**src/rtl/vtg_pkg.sv**
```systemverilog
// Shared types and constants for the video timing generator.
package vtg_pkg;

  localparam int CNT_W = 12;

  typedef enum logic [1:0] {
    IDLE,
    RUN,
    DRAIN
  } state_e;

  localparam logic [23:0] C_WHITE   = 24'hFFFFFF;
  localparam logic [23:0] C_YELLOW  = 24'hFFFF00;
  localparam logic [23:0] C_CYAN    = 24'h00FFFF;
  localparam logic [23:0] C_GREEN   = 24'h00FF00;
  localparam logic [23:0] C_MAGENTA = 24'hFF00FF;
  localparam logic [23:0] C_RED     = 24'hFF0000;
  localparam logic [23:0] C_BLUE    = 24'h0000FF;
  localparam logic [23:0] C_BLACK   = 24'h000000;

  function automatic logic [23:0] bar_color(
    input logic [2:0] idx
  );
    logic [23:0] c;
    unique case (idx)
      3'd0: c = C_WHITE;
      3'd1: c = C_YELLOW;
      3'd2: c = C_CYAN;
      3'd3: c = C_GREEN;
      3'd4: c = C_MAGENTA;
      3'd5: c = C_RED;
      3'd6: c = C_BLUE;
      3'd7: c = C_BLACK;
      default: c = C_BLACK;
    endcase
    return c;
  endfunction

endpackage

```
**src/rtl/vtg_axis_counter.sv**
```systemverilog
// One raster axis: position counter with active and sync window decode.
module vtg_axis_counter
  import vtg_pkg::*;
#(
  parameter int ACTIVE = 1280,
  parameter int FP     = 110,
  parameter int SYNC   = 40,
  parameter int BP     = 220
) (
  input  logic             clk_i,
  input  logic             rst_i,
  input  logic             clr_i,
  input  logic             adv_i,
  output logic [CNT_W-1:0] cnt_o,
  output logic             wrap_o,
  output logic             active_o,
  output logic             sync_o
);

  localparam int TOTAL = ACTIVE + FP + SYNC + BP;
  localparam int S_BEG = ACTIVE + FP;
  localparam int S_END = S_BEG + SYNC;

  // Compare one bit wider so a 4096 boundary does not alias to 0.
  localparam logic [CNT_W:0] LAST_L = (CNT_W+1)'(TOTAL - 1);
  localparam logic [CNT_W:0] ACT_L  = (CNT_W+1)'(ACTIVE);
  localparam logic [CNT_W:0] SBEG_L = (CNT_W+1)'(S_BEG);
  localparam logic [CNT_W:0] SEND_L = (CNT_W+1)'(S_END);

  logic [CNT_W-1:0] cnt_q;
  logic [CNT_W-1:0] cnt_d;
  logic [CNT_W:0]   cnt_w;
  logic             last;

  always_comb begin
    cnt_w    = {1'b0, cnt_q};
    last     = (cnt_w == LAST_L);
    wrap_o   = adv_i && last && !clr_i;
    active_o = (cnt_w < ACT_L);
    sync_o   = (cnt_w >= SBEG_L) && (cnt_w < SEND_L);
    cnt_d    = cnt_q;
    if (clr_i) begin
      cnt_d = '0;
    end else if (adv_i) begin
      cnt_d = last ? '0 : cnt_q + 1'b1;
    end
  end

  always_ff @(posedge clk_i) begin
    if (rst_i) begin
      cnt_q <= '0;
    end else begin
      cnt_q <= cnt_d;
    end
  end

  assign cnt_o = cnt_q;

endmodule

```
**src/rtl/video_timing_gen.sv**
```systemverilog
// Raster timing source: hs/vs/de, frame-start pulse and frame counter.
// Optional colour-bar output under VIDEO_TIMING_GEN_TEST_PATTERN_EN.
module video_timing_gen
  import vtg_pkg::*;
#(
  parameter int   H_ACTIVE = 1280,
  parameter int   H_FP     = 110,
  parameter int   H_SYNC   = 40,
  parameter int   H_BP     = 220,
  parameter int   V_ACTIVE = 720,
  parameter int   V_FP     = 5,
  parameter int   V_SYNC   = 5,
  parameter int   V_BP     = 20,
  parameter logic HS_POL   = 1'b1,
  parameter logic VS_POL   = 1'b1
) (
  input  logic             clk_i,
  input  logic             rst_i,
  input  logic             en_i,
  output logic             hs_o,
  output logic             vs_o,
  output logic             de_o,
  output logic             fs_o,
  output logic [CNT_W-1:0] x_o,
  output logic [CNT_W-1:0] y_o,
  output logic             busy_o,
  output logic [15:0]      frame_cnt_o
`ifdef VIDEO_TIMING_GEN_TEST_PATTERN_EN
  ,
  output logic [23:0]      rgb_o
`endif
);

  localparam int H_TOTAL = H_ACTIVE + H_FP + H_SYNC + H_BP;
  localparam int V_TOTAL = V_ACTIVE + V_FP + V_SYNC + V_BP;
  localparam logic [CNT_W-1:0] VS_BEG = CNT_W'(V_ACTIVE + V_FP);

  if (H_TOTAL > 4096) begin : g_h_chk
    $error("H_TOTAL exceeds 4096");
  end
  if (V_TOTAL > 4096) begin : g_v_chk
    $error("V_TOTAL exceeds 4096");
  end

  state_e state_q, state_d;

  logic [CNT_W-1:0] h_cnt, v_cnt;
  logic h_wrap, h_act, h_sync;
  logic v_wrap, v_act, v_sync;
  logic run;

  logic             hs_q, hs_d;
  logic             vs_q, vs_d;
  logic             de_q, de_d;
  logic             fs_q, fs_d;
  logic [CNT_W-1:0] x_q, x_d;
  logic [CNT_W-1:0] y_q, y_d;
  logic             busy_q, busy_d;
  logic             last_q, last_d;
  logic [15:0]      fc_q, fc_d;

  vtg_axis_counter #(
    .ACTIVE (H_ACTIVE),
    .FP     (H_FP),
    .SYNC   (H_SYNC),
    .BP     (H_BP)
  ) u_h (
    .clk_i    (clk_i),
    .rst_i    (rst_i),
    .clr_i    (!run),
    .adv_i    (1'b1),
    .cnt_o    (h_cnt),
    .wrap_o   (h_wrap),
    .active_o (h_act),
    .sync_o   (h_sync)
  );

  vtg_axis_counter #(
    .ACTIVE (V_ACTIVE),
    .FP     (V_FP),
    .SYNC   (V_SYNC),
    .BP     (V_BP)
  ) u_v (
    .clk_i    (clk_i),
    .rst_i    (rst_i),
    .clr_i    (!run),
    .adv_i    (h_wrap),
    .cnt_o    (v_cnt),
    .wrap_o   (v_wrap),
    .active_o (v_act),
    .sync_o   (v_sync)
  );

  assign run = (state_q != IDLE);

  // Stop requests only take effect once the frame in flight finishes.
  always_comb begin
    state_d = state_q;
    unique case (state_q)
      IDLE:    if (en_i) state_d = RUN;
      RUN:     if (!en_i) state_d = DRAIN;
      DRAIN: begin
        if (en_i) state_d = RUN;
        else if (v_wrap) state_d = IDLE;
      end
      default: state_d = IDLE;
    endcase
  end

  always_comb begin
    de_d   = run && h_act && v_act;
    hs_d   = (run && h_sync) ? HS_POL : ~HS_POL;
    vs_d   = (run && v_sync) ? VS_POL : ~VS_POL;
    fs_d   = run && (h_cnt == '0) && (v_cnt == VS_BEG);
    x_d    = de_d ? h_cnt : '0;
    y_d    = de_d ? v_cnt : '0;
    busy_d = run;
    last_d = run && v_wrap;
    fc_d   = last_q ? fc_q + 16'd1 : fc_q;
  end

  always_ff @(posedge clk_i) begin
    if (rst_i) begin
      state_q <= IDLE;
      hs_q    <= ~HS_POL;
      vs_q    <= ~VS_POL;
      de_q    <= 1'b0;
      fs_q    <= 1'b0;
      x_q     <= '0;
      y_q     <= '0;
      busy_q  <= 1'b0;
      last_q  <= 1'b0;
      fc_q    <= '0;
    end else begin
      state_q <= state_d;
      hs_q    <= hs_d;
      vs_q    <= vs_d;
      de_q    <= de_d;
      fs_q    <= fs_d;
      x_q     <= x_d;
      y_q     <= y_d;
      busy_q  <= busy_d;
      last_q  <= last_d;
      fc_q    <= fc_d;
    end
  end

  assign hs_o        = hs_q;
  assign vs_o        = vs_q;
  assign de_o        = de_q;
  assign fs_o        = fs_q;
  assign x_o         = x_q;
  assign y_o         = y_q;
  assign busy_o      = busy_q;
  assign frame_cnt_o = fc_q;

`ifdef VIDEO_TIMING_GEN_TEST_PATTERN_EN
  localparam int BAR_W = (H_ACTIVE / 8 > 0) ? H_ACTIVE / 8 : 1;

  logic [CNT_W-1:0] bar_idx;
  logic [23:0]      rgb_q, rgb_d;

  // Pixels past the eighth full bar fall into the last (black) bar.
  always_comb begin
    bar_idx = h_cnt / CNT_W'(BAR_W);
    rgb_d   = '0;
    if (de_d) begin
      rgb_d = (bar_idx > CNT_W'(7)) ? C_BLACK : bar_color(bar_idx[2:0]);
    end
  end

  always_ff @(posedge clk_i) begin
    if (rst_i) begin
      rgb_q <= '0;
    end else begin
      rgb_q <= rgb_d;
    end
  end

  assign rgb_o = rgb_q;
`endif

endmodule

```
**config.mk**
```make
export PLATFORM = sky130hd
export DESIGN_NAME = video_timing_gen
export DESIGN_NICKNAME = d
export VERILOG_FILES = /design/src/rtl/vtg_pkg.sv /design/src/rtl/vtg_axis_counter.sv /design/src/rtl/video_timing_gen.sv
export SDC_FILE = /design/constraint.sdc
export NUM_CORES = 1
export LEC_CHECK = 0
export BUFFER_PORTS_ARGS = -buffer_cell sky130_fd_sc_hd__buf_4
export CAP_MARGIN = 0
export CORE_MARGIN = 2
export CORE_UTILIZATION = 50
export DETAILED_ROUTE_END_ITERATION = 6
export GPL_ROUTABILITY_DRIVEN = 0
export GPL_TIMING_DRIVEN = 0
export HOLD_SLACK_MARGIN = 0.08
export PLACE_DENSITY = 0.72
export SKIP_CTS_REPAIR_TIMING = 1
export SLEW_MARGIN = 20
export SYNTH_ARGS = -nofsm -noshare
export SYNTH_HDL_FRONTEND = slang
export SYNTH_SLANG_ARGS = --single-unit
export TNS_END_PERCENT = 100
```
**constraint.sdc**
```tcl
create_clock -name clk_i -period 5.35 [get_ports clk_i]
set_clock_uncertainty 0.05 [all_clocks]
set_input_delay 0 -clock clk_i [delete_from_list [all_inputs] [get_ports clk_i]]
set_output_delay 0 -clock clk_i [all_outputs]
set_load 0.01 [all_outputs]
```
==> qor.yml <==
status: "finished, final reports clean"
area_growth_pct: 23.4
drive_gt1_frac: 0.180
worstPathRequired_ns: 5.59
root_buffer: "clkbuf_8"
synth_xor_area_frac: 0.0593
fin_hold_ws_ns: 0.322
tightest_slew_ns: 0.860
p_leak_nw: 1.40
vdd_ir_drop_max_v: 0.000183
yosys-top-cells-area: "dfxtp_1 49%, and2_1 5.1%, nor2_1 4.5%"
cts.clk_slew.worst_paths_ns: 0.08
grtUsageTotal: 0.207
grt_antenna_before_repair: 0
route.detailed.drc: 0
finalHoldViolations: 0
synth_top_area_share: 0.488
numCtsBuffers: 9
finalCritPeriodShare: 0.459
critPathKind: "reg -> reg"
synth_top_family_by_area: "simple AND/OR/NAND/NOR gates"
power_density_mw_per_mm2: 285
clock-sinks: 72
synth_edf_count: 0
async_reset_ff_frac: 0
synth_compound_area_frac: 0.0805
synth_area_per_cell_um2: 9.00
clkLatencyLatePin_ns: 0.36
synthAdderAreaFrac: 0.0297
grt-ovfl-total: 0
vias: 2491
synth-seq-cells: 72
ios: 48
path_buf_inv: 2
crit_path_start_kind: "flop"
ys_seq_area_frac: 0.488
wl_per_cell_um: 13.3
dp_slack_ns: 2.95
dieHeight_um: 80.8
setup-tns-final_ns: 0
die_w_um: 80.8
rows: 27
maxSlewHeadroom: 0.412
vias_per_cell: 5.33
synth_ff_type: "dfxtp_1"
arrival_ns: 2.70
synthMostInstantiatedCell: "dfxtp_1"
cts_tree: "done"
synth_simple_gate_area_frac: 0.291
drt_wl_total_mm: 6.20
core_area_mm2: 0.00561
fmax_mhz: 407
firstDrtPassIters: 4
hold_class: "in -> reg"
synth_cells: 328
setup_viol: 0
critPathTopFamily: "compound AO/OA/AOI/OAI gates"
cp_max_fo: 10
drv_cap: 0
yosys.area.top_type: "dfxtp_1"
yosysUniqueCellTypes: 46
die_area_mm2: 0.00653
drt.antenna.violating_nets: 0
rsz0062_at_grt: "no"
yosysWarnings: 0
worstSetupEndpointType: "flop"
netlist_area_mm2: 0.00295
max_stage_delay_ns: 0.75
grt_pass1_wl_mm: 10.2
diodes: 0
clock_path_buffers: 2
p_total_mw: 1.04
crit_slowest_cell: "a2111oi_0"
initial_core_util: 0.526
finalMaxSlewViolations: 0
drt_iter0_markers: 113
worst_slack_ns: 2.89
cp_cell_sequence: "o21bai_1 > inv_1 > nand2_1 > a2111oi_0 > clkbuf_1 > and2_1"
fin_nets: 400
grt_max_degree: 14
synthTopCellsByCount: "72 x dfxtp_1, 35 x nor2_1, 24 x and2_1, 24 x nand2_1, 15 x a21oi_1"
htreeDepth: 3
muxShareOfSynthArea: 0.0110
grt_pass1_vias: 2223
dpl.hpwl_mm: 4.40
period_needed_ns: 2.46
io_buffers: 47
==> power by group <==
| group | total [mW] | internal, mW | switching [mW] |
|---|---|---|---|
| Clock | 0.473 | 0.265 | 0.208 |
| Combinational | 0.0237 | 0.00810 | 0.0156 |
| Sequential | 0.542 | 0.539 | 0.00252 |
| Total | 1.04 | 0.812 | 0.226 |
==> flip-flops by register name, indices dropped and copies added (netlist names) <==
name	count
frame_cnt_o	16
u_h.cnt_o	12
u_v.cnt_o	12
x_o	12
y_o	12
state_q	2
busy_o	1
de_o	1
fs_o	1
hs_o	1
last_q	1
vs_o	1
==> area by class of cell <==
cell class | count | area [um^2]
sequential | 72 | 1440
multi-input combinational | 230 | 1400
tap | 72 | 90.1
buffer | 15 | 66.3
timing repair buffer | 49 | 373
inverter | 13 | 48.8
clock inverter | 6 | 92.6
fill | 482 | 1970
clock buffer | 10 | 128
==> cells by family (layout without fill, tap and decap cells) <==
family / after synthesis / count (layout)
compound gates: 40 / 40
xor+xnor: 20 / 20
fa+ha+maj: 7 / 7
buf+inv: 28 / 93
flops: 72 / 72
mux: 3 / 3
other cells: 1 / 3
simple gates: 157 / 157
==> per-stage QoR <==
| step | area, um^2 | util | instances |
|---|---|---|---|
| after floorplan | 2960 | - | 330 |
| after detailed placement | 3400 | 0.607 | 449 |
| after CTS | 3620 | 0.646 | 465 |
| after global placement | 3400 | 0.607 | 449 |
| final | 3640 | 0.649 | 467 |
| after global routing | 3640 | 0.649 | 467 |
==> path summary, 6_finish.rpt <==
kind	start	to	slack, ns	cells past startpoint
worst max-delay path	state_q[1]	x_o[0]	2.89	6
worst min-delay path	en_i	state_q[1]	0.32	3
worst max register to register	state_q[1]	x_o[0]	2.89	6
worst min register to register	state_q[0]	state_q[0]	0.47	1
==> worst min-delay path: stages <==
cell           delay [ns]
dlygate4sd3_1        0.53
buf_4                0.12
o41ai_1              0.05
==> layout by cell type, fill, tap and decap left out, types with 4 or more instances in the layout <==
| cell type | count |
|---|---|
| nor2_1 | 35 |
| xnor2_1 | 10 |
| nand4_1 | 14 |
| inv_1 | 13 |
| and2_1 | 24 |
| or3_1 | 8 |
| ha_1 | 7 |
| nor4_1 | 5 |
| and3_1 | 5 |
| and4_1 | 4 |
| clkbuf_1 | 13 |
| xor2_1 | 10 |
| nand2_1 | 24 |
| o21ai_0 | 8 |
| clkbuf_8 | 9 |
| nand3_1 | 9 |
| a21oi_1 | 15 |
| nor3_1 | 9 |
| dfxtp_1 | 72 |
| buf_4 | 47 |
==> routing by layer <==
metal | GRT usage | routed length [um] | vias to the layer above
met5 | 0 | 0 | -
met4 | 0.129 | 140 | 0
met3 | 0.0422 | 311 | 13
met2 | 0.314 | 2790 | 67
met1 | 0.269 | 2950 | 1153
li1 | - | - | 1258
Note: power is estimated with default switching activity, not from simulation.
